`src/rtl/psum_accum_ctrl.sv`:
```
`timescale 1ns/1ps
// Partial-sum accumulator: read-modify-write of psum BRAM words over a two-stage
// pipeline with same-address forwarding, optional saturation and a host bypass port.
module psum_accum_ctrl #(
    parameter int DATA_WIDTH = 32,
    parameter int ADDR_WIDTH = 32,
    parameter int NUM_BYTE   = 4,
    parameter int REG_WIDTH  = 32,
    parameter int SATURATE   = 1
) (
    input  logic                         clk,
    input  logic                         rst,
    input  logic [REG_WIDTH-1:0]         i_conf_ctrl,
    input  logic [REG_WIDTH-1:0]         i_conf_outputsize,
    output logic [REG_WIDTH-1:0]         o_conf_status,
    input  logic                         i_psum_valid,
    output logic                         o_psum_ready,
    input  logic [ADDR_WIDTH-1:0]        i_psum_addr,
    input  logic signed [DATA_WIDTH-1:0] i_psum_data,
    input  logic [ADDR_WIDTH-1:0]        bram_addr_a,
    input  logic [DATA_WIDTH-1:0]        bram_wrdata_a,
    output logic [DATA_WIDTH-1:0]        bram_rddata_a,
    input  logic                         bram_en_a,
    input  logic [NUM_BYTE-1:0]          bram_we_a,
    output logic [ADDR_WIDTH-1:0]        mem_raddr,
    input  logic [DATA_WIDTH-1:0]        mem_odat,
    output logic [ADDR_WIDTH-1:0]        mem_waddr,
    output logic [DATA_WIDTH-1:0]        mem_idat,
    output logic [NUM_BYTE-1:0]          mem_wren
);

    typedef enum logic [1:0] {IDLE = 2'd0, ACCUM = 2'd1, DRAIN = 2'd2, HOST = 2'd3} state_t;

    localparam logic [DATA_WIDTH-1:0] SAT_MAX = {1'b0, {(DATA_WIDTH-1){1'b1}}};
    localparam logic [DATA_WIDTH-1:0] SAT_MIN = {1'b1, {(DATA_WIDTH-1){1'b0}}};

    state_t                       state, state_nxt;
    logic                         ctrl_en, ctrl_host, ctrl_ovw;
    logic                         xfer_p0;
    logic                         vld_p1, fwd_p1, last_p1;
    logic [ADDR_WIDTH-1:0]        addr_p1;
    logic signed [DATA_WIDTH-1:0] data_p1, operand_p1, wdata_p1;
    logic signed [DATA_WIDTH-1:0] prev_wdata_p2;
    logic [DATA_WIDTH:0]          add_res_p1;
    logic                         sat_now_p1;
    logic [REG_WIDTH-1:0]         cnt_q;
    logic                         done_q, sat_q;
    logic                         unused_ctrl_bits;

    // Returns {overflow_flag, result}; the flag is only raised when clamping is enabled.
    function automatic logic [DATA_WIDTH:0] add_sat(input logic signed [DATA_WIDTH-1:0] a,
                                                    input logic signed [DATA_WIDTH-1:0] b);
        logic signed [DATA_WIDTH:0] wide;
        logic                       ovf;
        wide = {a[DATA_WIDTH-1], a} + {b[DATA_WIDTH-1], b};
        ovf  = wide[DATA_WIDTH] ^ wide[DATA_WIDTH-1];
        if ((SATURATE != 0) && ovf)
            return {1'b1, (a[DATA_WIDTH-1] ? SAT_MIN : SAT_MAX)};
        return {1'b0, wide[DATA_WIDTH-1:0]};
    endfunction

    assign ctrl_en          = i_conf_ctrl[0];
    assign ctrl_host        = i_conf_ctrl[4];
    assign ctrl_ovw         = i_conf_ctrl[8];
    assign unused_ctrl_bits = ^{i_conf_ctrl[REG_WIDTH-1:9], i_conf_ctrl[7:5], i_conf_ctrl[3:1]};

    assign o_psum_ready = (state == ACCUM);
    assign xfer_p0      = i_psum_valid & o_psum_ready;

    always_ff @(posedge clk or negedge rst) begin
        if (!rst) state <= IDLE;
        else      state <= state_nxt;
    end

    // DRAIN lasts one cycle: ready is low there, so the S1 write in flight is the last one.
    always_comb begin
        state_nxt = state;
        case (state)
            IDLE:    if (ctrl_host) state_nxt = HOST;
                     else if (ctrl_en) state_nxt = ACCUM;
            ACCUM:   if (ctrl_host || !ctrl_en) state_nxt = DRAIN;
            DRAIN:   state_nxt = ctrl_host ? HOST : IDLE;
            HOST:    if (!ctrl_host) state_nxt = IDLE;
            default: state_nxt = IDLE;
        endcase
    end

    // ---- S0 -> S1 boundary ----
    always_ff @(posedge clk or negedge rst) begin
        if (!rst) vld_p1 <= 1'b0;
        else      vld_p1 <= xfer_p0;
    end

    always_ff @(posedge clk) begin
        if (xfer_p0) begin
            addr_p1 <= i_psum_addr;
            data_p1 <= i_psum_data;
            fwd_p1  <= vld_p1 && (i_psum_addr == addr_p1);
            last_p1 <= (cnt_q == i_conf_outputsize);
        end
        if (vld_p1) prev_wdata_p2 <= wdata_p1;
    end

    // ---- S1: operand select, add, write ----
    always_comb begin
        operand_p1 = fwd_p1 ? prev_wdata_p2 : $signed(mem_odat);
        add_res_p1 = add_sat(operand_p1, data_p1);
        if (ctrl_ovw) begin
            wdata_p1   = data_p1;
            sat_now_p1 = 1'b0;
        end else begin
            wdata_p1   = add_res_p1[DATA_WIDTH-1:0];
            sat_now_p1 = add_res_p1[DATA_WIDTH];
        end
    end

    always_ff @(posedge clk or negedge rst) begin
        if (!rst) begin
            cnt_q  <= '0;
            done_q <= 1'b0;
            sat_q  <= 1'b0;
        end else if (state == IDLE && !ctrl_en) begin
            cnt_q  <= '0;
            done_q <= 1'b0;
            sat_q  <= 1'b0;
        end else begin
            if (xfer_p0)               cnt_q  <= cnt_q + 1'b1;
            if (vld_p1 && last_p1)     done_q <= 1'b1;
            if (vld_p1 && sat_now_p1)  sat_q  <= 1'b1;
        end
    end

    // Host and pipeline never overlap: HOST is only reached after DRAIN or from IDLE.
    always_comb begin
        mem_raddr     = '0;
        mem_waddr     = '0;
        mem_idat      = '0;
        mem_wren      = '0;
        bram_rddata_a = '0;
        if (state == HOST) begin
            mem_raddr     = bram_addr_a;
            mem_waddr     = bram_addr_a;
            mem_idat      = bram_wrdata_a;
            mem_wren      = bram_en_a ? bram_we_a : '0;
            bram_rddata_a = mem_odat;
        end else begin
            if (xfer_p0) mem_raddr = i_psum_addr;
            if (vld_p1) begin
                mem_waddr = addr_p1;
                mem_idat  = wdata_p1;
                mem_wren  = '1;
            end
        end
    end

    always_comb begin
        o_conf_status    = '0;
        o_conf_status[0] = vld_p1 | (state == DRAIN);
        o_conf_status[1] = done_q | (vld_p1 & last_p1);
        o_conf_status[2] = (state == HOST);
        o_conf_status[3] = sat_q | (vld_p1 & sat_now_p1);
    end

endmodule

```
`config.mk`:
```
export PLATFORM = sky130hd
export DESIGN_NAME = psum_accum_ctrl
export DESIGN_NICKNAME = d
export VERILOG_FILES = /design/src/rtl/psum_accum_ctrl.sv
export SDC_FILE = /design/constraint.sdc
export NUM_CORES = 1
export LEC_CHECK = 0
export BUFFER_PORTS_ARGS = -buffer_cell sky130_fd_sc_hd__buf_2
export CAP_MARGIN = 30
export CORE_AREA = 2 2 154 156
export CTS_BUF_LIST = sky130_fd_sc_hd__clkbuf_8
export DETAILED_ROUTE_END_ITERATION = 10
export DIE_AREA = 0 0 156 158
export PLACE_DENSITY = 0.75
export SETUP_SLACK_MARGIN = 0.5
export SLEW_MARGIN = 20
export SYNTH_ARGS = -nofsm -noshare
export SYNTH_HDL_FRONTEND = slang
export SYNTH_SLANG_ARGS = --single-unit
```
`constraint.sdc`:
```
create_clock -name clk -period 8.4 [get_ports clk]
set_input_delay 0.84 -clock clk [delete_from_list [all_inputs] [get_ports clk]]
set_output_delay 0.84 -clock clk [all_outputs]
set_load 0.02 [all_outputs]
```
; Word level (Yosys, flattened, before mapping)
; Cells that the tools add are included.
[word_totals]
ff_bits = 135
inputBits = 232
out_inout_bits = 165
wordCells = 67
[op_classes]
n_addsub = 2
eq_ne = 8
muxes = 29
n_bitwise = 7
reduce_logical = 11
[ops]
columns = op, count
row1 = two-way mux 32 bit, 12
row2 = two-way mux 33 bit, 2
row3 = == test 32 bit, 2
row4 = adder 32 x 32 -> 33 bit, 1
row5 = "adder 32 x 1 -> 32 bit, second input constant", 1
row6 = two-way mux 4 bit, 3
row7 = two-way mux 2 bit, 5
row8 = one-hot mux 2 bit (4 select lines), 1
row9 = two-way mux 1 bit, 6
row10 = nonzero test 2 bit, 3
row11 = "== test 2 bit, second input constant", 2
row12 = logical AND 1 bit, 4
row13 = AND 1 bit, 3
row14 = "!= test 3 bit, second input constant", 1
row15 = OR 1 bit, 3
row16 = AND reduction 3 bit, 1
row17 = "== test 2 x 1 -> 1 bit, second input constant", 1
row18 = zero test 2 bit, 1
row19 = "!= test 2 x 1 -> 1 bit, second input constant", 1
row20 = "!= test 2 bit, second input constant", 1
row21 = zero test 1 bit, 1
row22 = logical OR 1 bit, 1
row23 = XOR 1 bit, 1

; Depth between registers and ports, before layout
; Gate-level depths: netlist of run 1.
[depth]
ltp_word = 9
ltp_mapped = 15
ltp_nobuf = 12

; Least setup slack after synthesis of run 1
; OpenSTA, ideal clock, no wires.
[synth_path]
path_kind = input -> output
start = input mem_odat[0]
end = output mem_idat[22]
t_arrival_ns = 4.003
required_time_ns = 7.560
path_slack_ns = 3.557
stages = 12
n_path_buf = 1
cell_sequence = mux2_2 > ha_1 > fa_1 > a211oi_2 > o21ai_1 > o211ai_2 > a41oi_2 > a41oi_4 > xnor2_2 > clkbuf_1 > a21oi_1 > o31ai_1
[synth_via]
elab_chain_cells = 8
[synth_rtl]
columns = element, line_no
row1 = "start, declared", 26  ; input logic [DATA_WIDTH-1:0] mem_odat,
row2 = two-way mux 32 bit (*), 106  ; operand_p1 = fwd_p1 ? prev_wdata_p2 : $signed(mem_odat);
row3 = adder 32 x 32 -> 33 bit (*), 55  ; wide = {a[DATA_WIDTH-1], a} + {b[DATA_WIDTH-1], b};
row4 = XOR 1 bit, 56  ; ovf = wide[DATA_WIDTH] ^ wide[DATA_WIDTH-1];
row5 = two-way mux 1 bit, 57  ; if ((SATURATE != 0) && ovf)
row6 = two-way mux 33 bit (*), 59  ; return {1'b0, wide[DATA_WIDTH-1:0]};
row7 = two-way mux 32 bit (*), 108  ; if (ctrl_ovw) begin
row8 = two-way mux 32 bit (*), 148  ; if (vld_p1) begin
row9 = two-way mux 32 bit (*), 140  ; if (state == HOST) begin
row10 = "end, declared", 28  ; output logic [DATA_WIDTH-1:0] mem_idat,
; Every way passes the cells marked *; elsewhere a longest branch is shown, timed or not.

; Worst setup path after layout of run 1
[layout_path]
start = register fwd_p1
end = output mem_idat[25]
[layout_via]
elab_chain_cells = 8
elab_cells_between_ends = 10
classes_between = add/sub (1) / mux (8) / bitwise (1)
[layout_rtl]
columns = element, line_no
row1 = "start, declared", 40  ; logic vld_p1, fwd_p1, last_p1;
row2 = "start signal, assigned", 98  ; fwd_p1 <= vld_p1 && (i_psum_addr == addr_p1);
row3 = two-way mux 32 bit (*), 106
row4 = adder 32 x 32 -> 33 bit, 55
row5 = XOR 1 bit, 56
row6 = two-way mux 1 bit, 57
row7 = two-way mux 33 bit (*), 59
row8 = two-way mux 32 bit (*), 108
row9 = two-way mux 32 bit (*), 148
row10 = two-way mux 32 bit (*), 140
; Every way passes the cells marked *; elsewhere a longest branch is shown, timed or not. The select of a mux whose other input is x is not followed.

==> results of run 1 <==
==> layout by cell type (no fill, tap or decap), types with 5 or more instances in the layout <==
cell / instances
buf_2: 339
edfxtp_1: 98
a22o_1: 91
nand2_1: 77
nor2_1: 65
xor2_1: 63
xnor2_1: 53
and3_1: 45
a21oi_1: 39
dfrtp_1: 36
ha_1: 33
mux2_2: 31
o21ai_0: 30
nand3_1: 28
conb_1: 28
nand4_1: 17
clkbuf_8: 17
a31oi_1: 12
a21o_1: 12
inv_1: 11
nor4_1: 11
buf_4: 10
a2bb2oi_2: 9
o211ai_1: 8
nor3_1: 7
o21a_1: 7
a2bb2oi_1: 7
nand2b_1: 6
inv_6: 6
diode_2: 5
a211oi_1: 5
nor2b_1: 5
o31ai_1: 5
==> per-stage QoR <==
step / hold WS [ps] / instance area, um2 / setup WS, ps
after floorplan: 464 / 9720 / 3560
after global placement: 480 / 11400 / 2710
after detailed placement: 493 / 11500 / 2670
after CTS: 467 / 11900 / 2180
after global routing: 503 / 11900 / 1880
final: 477 / 11900 / 2240
==> power by group through the flow <==
stage / Clock [mW] / Sequential, mW / Combinational, mW
3_5_place_dp: 0 / 0.783 / 0.568
2_1_floorplan: 0 / 0.780 / 0.380
3_3_place_gp: 0 / 0.788 / 0.554
4_1_cts: 0.595 / 0.768 / 0.571
5_1_grt: 0.622 / 0.772 / 0.620
6_report: 0.584 / 0.768 / 0.571
==> state kept, by name (all words and copies together) (netlist names) <==
register / flops
addr_p1: 32
cnt_q: 32
data_p1: 32
done_q: 1
fwd_p1: 1
last_p1: 1
prev_wdata_p2: 32
sat_q: 1
state: 2
vld_p1: 1
==> layout make-up <==
| class | instances | area, um2 | share of cell area |
|---|---|---|---|
| inverters | 12 | 46.3 | 0.00389 |
| diodes | 5 | 12.5 | 0.00105 |
| clock buffers | 17 | 234 | 0.0197 |
| flip-flops and latches | 135 | 3870 | 0.325 |
| clock inverters | 15 | 178 | 0.0149 |
| repair buffers | 352 | 1810 | 0.152 |
| multi-input cells | 754 | 5380 | 0.452 |
| well taps | 290 | 363 | 0.0305 |
==> cell families after synthesis <==
family                   count (synthesis)
AND/OR/NAND/NOR                        279
AO/OA/AOI/OAI                          262
flip-flops                             135
other                                    1
multiplexers                            33
buffers and inverters                   94
XOR/XNOR                               118
adder cells (fa/ha/maj)                 34
==> per-layer routing <==
| metal | vias to the layer above | global-route usage |
|---|---|---|
| li1 | 4183 | - |
| met1 | 4197 | 0.297 |
| met2 | 402 | 0.428 |
| met3 | 59 | 0.0487 |
| met4 | 6 | 0.115 |
| met5 | - | 0 |
==> final timing paths <==
kind | from | to | slack, ps | depth (start not counted)
setup / recovery | fwd_p1 | mem_idat[25] | 2240 | 15
hold / removal | rst | cnt_q[20] | 480 | 1
setup reg to reg | fwd_p1 | prev_wdata_p2[25] | 3620 | 14
hold reg to reg | done_q | done_q | 510 | 2
max in group asynchronous | rst | vld_p1 | 7290 | 1
min in group clk | done_q | done_q | 510 | 2
==> run summary, run 1 <==
outcome - complete, no violations
relative slew slack - 0.416
met3 wire length - 2.23 mm
Post-Route Utilization - 0.516
cell taking the most area after synthesis - edfxtp_1
Post-Syn Area - 0.00961 mm2
Mapped Cells - 956
routed length per instance - 19.7 um
most frequent cells after synthesis - edfxtp_1, a22o_1, nand2_1
via count - 8,847
setup_tns - 0 ps
layout cells sized above 1 - 0.345
CP Class - flop to output port
min Tclk post-route - 6160 ps
Worst Setup Start Kind - flop
post-CTS setup buffers - 0
Clock Sink Count - 135
cell with the most instances after synthesis - edfxtp_1
HP Class - primary input to asynchronous set/reset pin
CTS Buf Count - 17
Starting Density - 0.417
share of power burned in combinational logic - 0.297
Worst-path clk slew - 110 ps
Final setup viols - 0
Max Fclk - 162 MHz
grt ovf - 0
Netlist cell types - 70
Switching Share - 0.365
Final Non-Filler Cells - 1,580
Core ar. - 0.0231 mm2
clk buf depth - 2
Seq pwr share - 0.399
Synth top area share - 0.306
gp weighted congestion - 0.908
final net count - 1,538
final number of hold-violating endpoints - 0
PostCTS Resize Cnt - 0
leakage - 5.55 nW
Clock Skew - 20.0 ps
die height - 158 um
PnR Total Power - 1.92 mW
Synth Area in Compound Gates - 0.212
Routed Antenna Nets - 0
Critical Path RT - 7560 ps
P_sw - 0.701 mW
clock latency at the later pin of the worst-skew pair - 460 ps
Critical Path End Type - output port
# Max-Cap Violations - 0
Slew @ Worst Pin - 876 ps
die boundary width - 156 um
Post-Syn Area per Cell - 10.1 um2
flops & latches, synth - 135
crit-path cells - buf_4 > mux2_2 > ha_1 > fa_1 > a211oi_2 > o21ai_1 > o211ai_2 > a41oi_2 > a41oi_4 > xnor2_2 > buf_4 > o21ai_1 > a21oi_1 > o31ai_1 > buf_2
placed cells - 1,543
crit path max fanout - 32
DR pass1 iterations - 5
IO Count - 397
Buf+Inv Stages, Crit Path - 3
largest family of logic cells by synthesized area - compound AO/OA/AOI/OAI gates
vias in the first global route - 8,436
Area Growth Syn to Fin - 23.8%
initial antenna violation count - 7
Critical Path Max Stage Delay - 450 ps
row cnt - 56
HPWL Detailed - 23.5 mm
Vias per Instance - 5.60
GRT Util Overall - 0.247
count of final max-slew check failures - 0
Port Buf Inserts - 339
Post-synth EDFFs - 98
Synth area leaders - edfxtp_1, dfrtp_1, a22o_1, xor2_1, xnor2_1
crit path DAT - 5320 ps
wirelength, routed - 31.1 mm
clock share of power - 0.303
die area - 0.0246 mm2
YS warnings - 0
Filler cells - 2,151
Most used DFF post-synth - edfxtp_1
simple-gate share of the synthesized area - 0.142
uppermost layer routed - met5
root buffer cell - clkbuf_8
CTS tree - yes
mux contribution to synthesized area - 0.0384
CP top delay family - compound AO/OA/AOI/OAI gates
Post-Synth Adder-Cell Area - 0.0450
Pwr Density - 162 mW/mm2
CP max-delay cell - fa_1
Routed met2 length - 15.3 mm
xor/xnor cell area share of the yosys netlist - 0.110
largest net degree at the start of global routing - 63
CTS H-tree depth - 4
# DRC - 0
sequential element share of the synthesized area - 0.402
RSZ-0062 raised after global routing - no
final period utilization - 0.733
quantity of hold-fixing buffers added after cts - 0
WL met1 - 12.4 mm
Int Pwr - 1.22 mW
first-pass GRT wire length - 46.3 mm
initial DRC count - 527
ys async rst share - 0.274
Max IR drop VDD - 0.0871 mV
No activity file was read; power rests on OpenSTA's default activity.
==> inputs of run 2 (changes only) <==
==> constraint.sdc (replaced) <==
create_clock -name clk -period 6.05 [get_ports clk]
set_input_delay 0.605 -clock clk [delete_from_list [all_inputs] [get_ports clk]]
set_output_delay 0.605 -clock clk [all_outputs]
set_load 0.02 [all_outputs]
==> run 2 against run 1 <==
Clock power up 39%. Sequential power up 39%. Design area up 1.1%. Global-route usage down 0.14 points. Setup slack worse by 1400 ps. Critical path type unchanged. Die area unchanged. Clock skew down 3.9 ps. Sequential share of layout area down 0.35 points. Highest routed layer unchanged. Flip-flop and latch count unchanged.
==> run summary, run 2 (synthesized netlist as in run 1, its figures left out) <==
outcome - complete, no violations
CP Class - flop to output port
initial antenna violation count - 7 (unchanged)
Critical Path RT - 5440 ps (-2120 ps)
gp weighted congestion - 0.938 (+3.3%)
die area - 0.0246 mm2 (unchanged)
Core ar. - 0.0231 mm2 (unchanged)
vias in the first global route - 8,398 (-0.45%)
CTS H-tree depth - 4 (unchanged)
Final Worst Setup Slack - 818 ps (-1430 ps)
CTS Buf Count - 17 (unchanged)
Max Fclk - 191 MHz
placed cells - 1,545 (+0.13%)
Clock Skew - 16.1 ps (-3.86 ps)
die boundary width - 156 um (unchanged)
DR pass1 iterations - 5 (unchanged)
setup slack at placement - 861 ps (-1810 ps)
Top Usage Layer GRT - met2
relative slew slack - 0.344 (-0.0718)
die height - 158 um (unchanged)
clock latency at the later pin of the worst-skew pair - 440 ps (-20 ps)
CTS tree - yes
routed length per instance - 19.5 um (-1.2%)
quantity of hold-fixing buffers added after cts - 0 (unchanged)
layout cells sized above 1 - 0.348 (+0.00355)
final period utilization - 0.865
GR Layer Usage met1 - 0.299 (+0.00222)
count of final max-slew check failures - 0 (unchanged)
clk buf depth - 2 (unchanged)
Pwr Density - 224 mW/mm2 (+39%)
HP Class - primary input to asynchronous set/reset pin
first-pass GRT wire length - 45.9 mm (-0.67%)
largest net degree at the start of global routing - 88 (+40%)
Worst Setup Start Kind - flop
Final setup viols - 0 (unchanged)
Max IR drop VDD - 0.169 mV (+94%)
PnR Total Power - 2.69 mW (+40%)
grt ovf - 0 (unchanged)
RSZ-0062 raised after global routing - no
root buffer cell - clkbuf_8
Clock Sink Count - 135 (unchanged)
Port Buf Inserts - 339 (unchanged)
IO Count - 397 (unchanged)
crit path DAT - 4630 ps (-690 ps)
# Max-Cap Violations - 0 (unchanged)
wirelength, routed - 31.0 mm (-0.57%)
Filler cells - 2,132 (-0.88%)
via count - 8,865 (+0.20%)
Routed Antenna Nets - 0 (unchanged)
Critical Path End Type - output port
GRT Util Overall - 0.245 (-0.00145)
Slew @ Worst Pin - 984 ps (+108 ps)
setup_tns - 0 ps (unchanged)
leakage - 5.61 nW (+1.0%)
crit path max fanout - 28 (-13%)
Vias per Instance - 5.58 (-0.43%)
HPWL Detailed - 23.2 mm (-1.1%)
initial DRC count - 496 (-5.9%)
row cnt - 56 (unchanged)
M3 GR Usage - 0.0512 (+0.00246)
Final Non-Filler Cells - 1,590 (+0.63%)
Starting Density - 0.417 (unchanged)
min Tclk post-route - 5230 ps
final number of hold-violating endpoints - 0 (unchanged)
commonest non-fill, non-tap cell in the layout - buf_2
most frequent cells in the layout - buf_2, edfxtp_1, a22o_1, nand2_1, nor2_1
grt met2 use - 0.426 (-0.00169)
final net count - 1,545 (+0.46%)
# DRC - 0 (unchanged)
Area Growth Syn to Fin - 25.1%
Worst-path clk slew - 90 ps (-20 ps)
run 2: worst max-delay path, stage by stage, from the launching register on:
cell	delay (ps)
edfxtp_1	380
buf_12	220
buf_4	200
mux2i_1	400
inv_1	240
ha_1	390
nand2_1	90
o21bai_1	80
nand2b_1	200
a221o_1	380
a41oi_4	360
xnor2_4	240
buf_4	270
nor2_1	60
o31a_1	310
a22o_1	210
buf_2	160
run 2: power breakdown:
group | switching, mW | leakage (nW) | internal, mW
Sequential | 0.0252 | 1.40 | 1.04
Combinational | 0.497 | 3.99 | 0.321
Clock | 0.418 | 0.215 | 0.391
Total | 0.940 | 5.61 | 1.75
run 2: layout make-up:
cell class	instances	area [um2]	share of cell area
Sequential cell	135	3870	0.322
Multi-Input combinational cell	754	5410	0.450
Inverter	12	46.3	0.00385
Timing Repair Buffer	359	1910	0.159
Tap cell	290	363	0.0302
Clock buffer	18	248	0.0206
Clock inverter	14	160	0.0133
Antenna cell	8	20.0	0.00166
run 2: timing repair:
| action | 4_1_cts | 5_1_grt |
|---|---|---|
| buffers inserted | 0 | 4 |
| gates resized for setup | 2 | 6 |
| pin swaps | 0 | 2 |
| setup endpoints to repair | 4 | 24 |
run 2: routing by layer:
metal	wire, um	up-vias
li1	-	4199
met1	12600	4184
met2	15300	413
met3	1950	61
met4	1010	8
met5	57	-
run 2: worst paths after layout:
path	start	to	slack (ps)	cells past startpoint
hold / removal	rst	done_q	110	1
hold reg to reg	done_q	done_q	530	2
setup reg to reg	fwd_p1	prev_wdata_p2[24]	1870	15
min in group clk	i_psum_data[31]	data_p1[31]	330	1
max in group asynchronous	rst	vld_p1	5450	2
setup / recovery	fwd_p1	mem_idat[18]	820	16
run 2: stage by stage:
step / hold slack, ps / instance area (um2) / utilization
after CTS: 255 / 11900 / 0.517
after floorplan: 309 / 9720 / -
after global routing: 104 / 12000 / 0.521
after detailed placement: 516 / 11500 / 0.499
after global placement: 482 / 11500 / 0.497
final: 112 / 12000 / 0.522
==> inputs of run 3 (changes only) <==
--- a/config.mk
+++ b/config.mk
@@ -12,6 +12,7 @@
 export DETAILED_ROUTE_END_ITERATION = 10
 export DIE_AREA = 0 0 156 158
 export PLACE_DENSITY = 0.75
+export RECOVER_POWER = 100
 export SETUP_SLACK_MARGIN = 0.5
 export SLEW_MARGIN = 20
 export SYNTH_ARGS = -nofsm -noshare
==> run 3 against run 2 <==
The flow now finishes with violations (capacitance limit, slew limit). First-iteration DRC count is 12% higher. Via count down 0.33%. Hold slack improved by 200 ps. Total power down 0.84%. Clock skew is essentially flat. Critical path depth down 10. Sequential share of layout area rose by 0.72 points. Non-clock buffer count unchanged. Die area unchanged. Critical endpoint is now mem_raddr[5]. Largest cell class unchanged. Largest power group unchanged.
==> run summary, run 3 (synthesized netlist as in run 1, its figures left out) <==
clock latency at the later pin of the worst-skew pair - 450 ps (about the same)
via count - 8,836 (-0.33%)
HPWL Detailed - 23.2 mm (unchanged)
RSZ-0062 raised after global routing - no
DP Area - 0.0115 mm2 (unchanged)
routed length per instance - 19.5 um (+0.34%)
Clock Sink Count - 135 (unchanged)
Port Buf Inserts - 339 (unchanged)
Finished Cell Area - 0.0118 mm2 (-2.2%)
outcome - finished, violations left
Max Fclk - 183 MHz (-4.4%)
Routed Antenna Nets - 0 (unchanged)
Register Area - 0.00387 mm2 (unchanged)
most frequent cells in the layout - buf_2, clkbuf_1, edfxtp_1, a22o_1, nand2_1
Final Non-Filler Cells - 1,587 (-0.19%)
row cnt - 56 (unchanged)
area taken by multi-input logic gates - 0.00538 mm2 (-0.67%)
Starting Density - 0.417 (unchanged)
CP max-delay cell - clkbuf_2
crit-path cells - clkbuf_1 > nand2_1 > clkinv_2 > clkbuf_2 > a22o_1 > clkbuf_1
wirelength, routed - 31.0 mm (+0.15%)
Critical Path End Type - output port
stages on the worst setup path - 6 (-10)
layout cells sized above 1 - 0.228 (-0.120)
CTS tree - yes
# Max-Cap Violations - 4 (+4)
r2r worst-path depth - 10 (-5)
CTS Buf Count - 17 (unchanged)
failing checks - capacitance limit, slew limit
Max IR drop VDD - 0.169 mV (about the same)
initial antenna violation count - 7 (unchanged)
initial DRC count - 557 (+12%)
clk buf depth - 2 (unchanged)
most frequent CP cell - clkbuf_1
count of final max-slew check failures - 208 (+208)
smallest hold slack - 311 ps (+199 ps)
root buffer cell - clkbuf_8
final period utilization - 0.905 (+0.0402)
die boundary width - 156 um (unchanged)
Area Growth Syn to Fin - 22.4%
setup_tns - 0 ps (unchanged)
IO Count - 397 (unchanged)
final number of hold-violating endpoints - 0 (unchanged)
setup slack at placement - 861 ps (unchanged)
Worst-path clk slew - 90 ps (about the same)
Filler cells - 2,222 (+4.2%)
crit path DAT - 4870 ps (+240 ps)
PnR Total Power - 2.67 mW (-0.84%)
HP Class - primary input to asynchronous set/reset pin
Slew @ Worst Pin - 2500 ps (+1520 ps)
first-pass GRT wire length - 45.9 mm (unchanged)
DR pass1 iterations - 7 (+2)
gp weighted congestion - 0.938 (unchanged)
commonest non-fill, non-tap cell in the layout - buf_2
Vias per Instance - 5.57 (-0.14%)
CTS H-tree depth - 4 (unchanged)
Clock Skew - 16.1 ps (-0.0232 ps)
Core ar. - 0.0231 mm2 (unchanged)
Post-Route Utilization - 0.510 (-0.0114)
Critical Path Max Stage Delay - 1330 ps (+930 ps)
die area - 0.0246 mm2 (unchanged)
min Tclk post-route - 5480 ps (+243 ps)
Final Worst Setup Slack - 574 ps (-243 ps)
crit path max fanout - 87 (+210%)
Buf+Inv Stages, Crit Path - 4 (-1)
final net count - 1,545 (unchanged)
Worst Setup Start Kind - flop
largest net degree at the start of global routing - 88 (unchanged)
# DRC - 0 (unchanged)
R2R Setup Slk - 1080 ps (-790 ps)
placed cells - 1,545 (unchanged)
leakage - 5.05 nW (-9.9%)
die height - 158 um (unchanged)
Final setup viols - 0 (unchanged)
Pwr Density - 227 mW/mm2 (+1.4%)
GRT Util Overall - 0.245 (unchanged)
Critical Path RT - 5440 ps (about the same)
grt ovf - 0 (unchanged)
CP top delay family - buffers and inverters
CP Class - flop to output port
relative slew slack - -0.670 (-1.01)
vias in the first global route - 8,398 (unchanged)
run 3: cell count changes in the layout (fill, tap and decap cells not counted), sizes merged:
cell    before  now
clkbuf      18  169
buf        359  208
diode        8    5
run 3: repair_timing:
action                                  4_1_cts  5_1_grt
endpoints found under the hold margin         0        0
resized for setup                             2        6
setup buffers                                 0        4
hold buffers                                  0        0
pin swaps                                     0        2
endpoints found under the setup margin        4       24
run 3: path summary, 6_finish.rpt:
check,from,to
max in group asynchronous,rst,vld_p1
worst min register to register,done_q,done_q
min in group clk,i_psum_data[30],data_p1[30]
worst max register to register,state[0],cnt_q[29]
worst max-delay path,state[1],mem_raddr[5]
worst min-delay path,rst,cnt_q[17]
run 3: cell type report:
type                       count  area share
inverter                      12     0.00394
clock buffer                  18      0.0211
clock inverter                14      0.0136
timing repair buffer         359       0.143
sequential                   135       0.329
antenna                        5     0.00106
multi-input combinational    754       0.457
tap                          290      0.0308
run 3: where the power goes:
| part | internal [mW] | total, mW | switching (mW) |
|---|---|---|---|
| Clock | 0.391 | 0.810 | 0.419 |
| Sequential | 1.04 | 1.07 | 0.0250 |
| Combinational | 0.298 | 0.794 | 0.495 |
run 3: per-layer routing:
metal / global-route usage / wire length (um) / vias up / share of wire
li1: - / - / 4194 / -
met1: 0.299 / 12600 / 4148 / 0.41
met2: 0.426 / 15100 / 420 / 0.49
met3: 0.0512 / 2130 / 66 / 0.069
met4: 0.0983 / 1100 / 8 / 0.035
met5: 0 / 57 / - / 0.0018
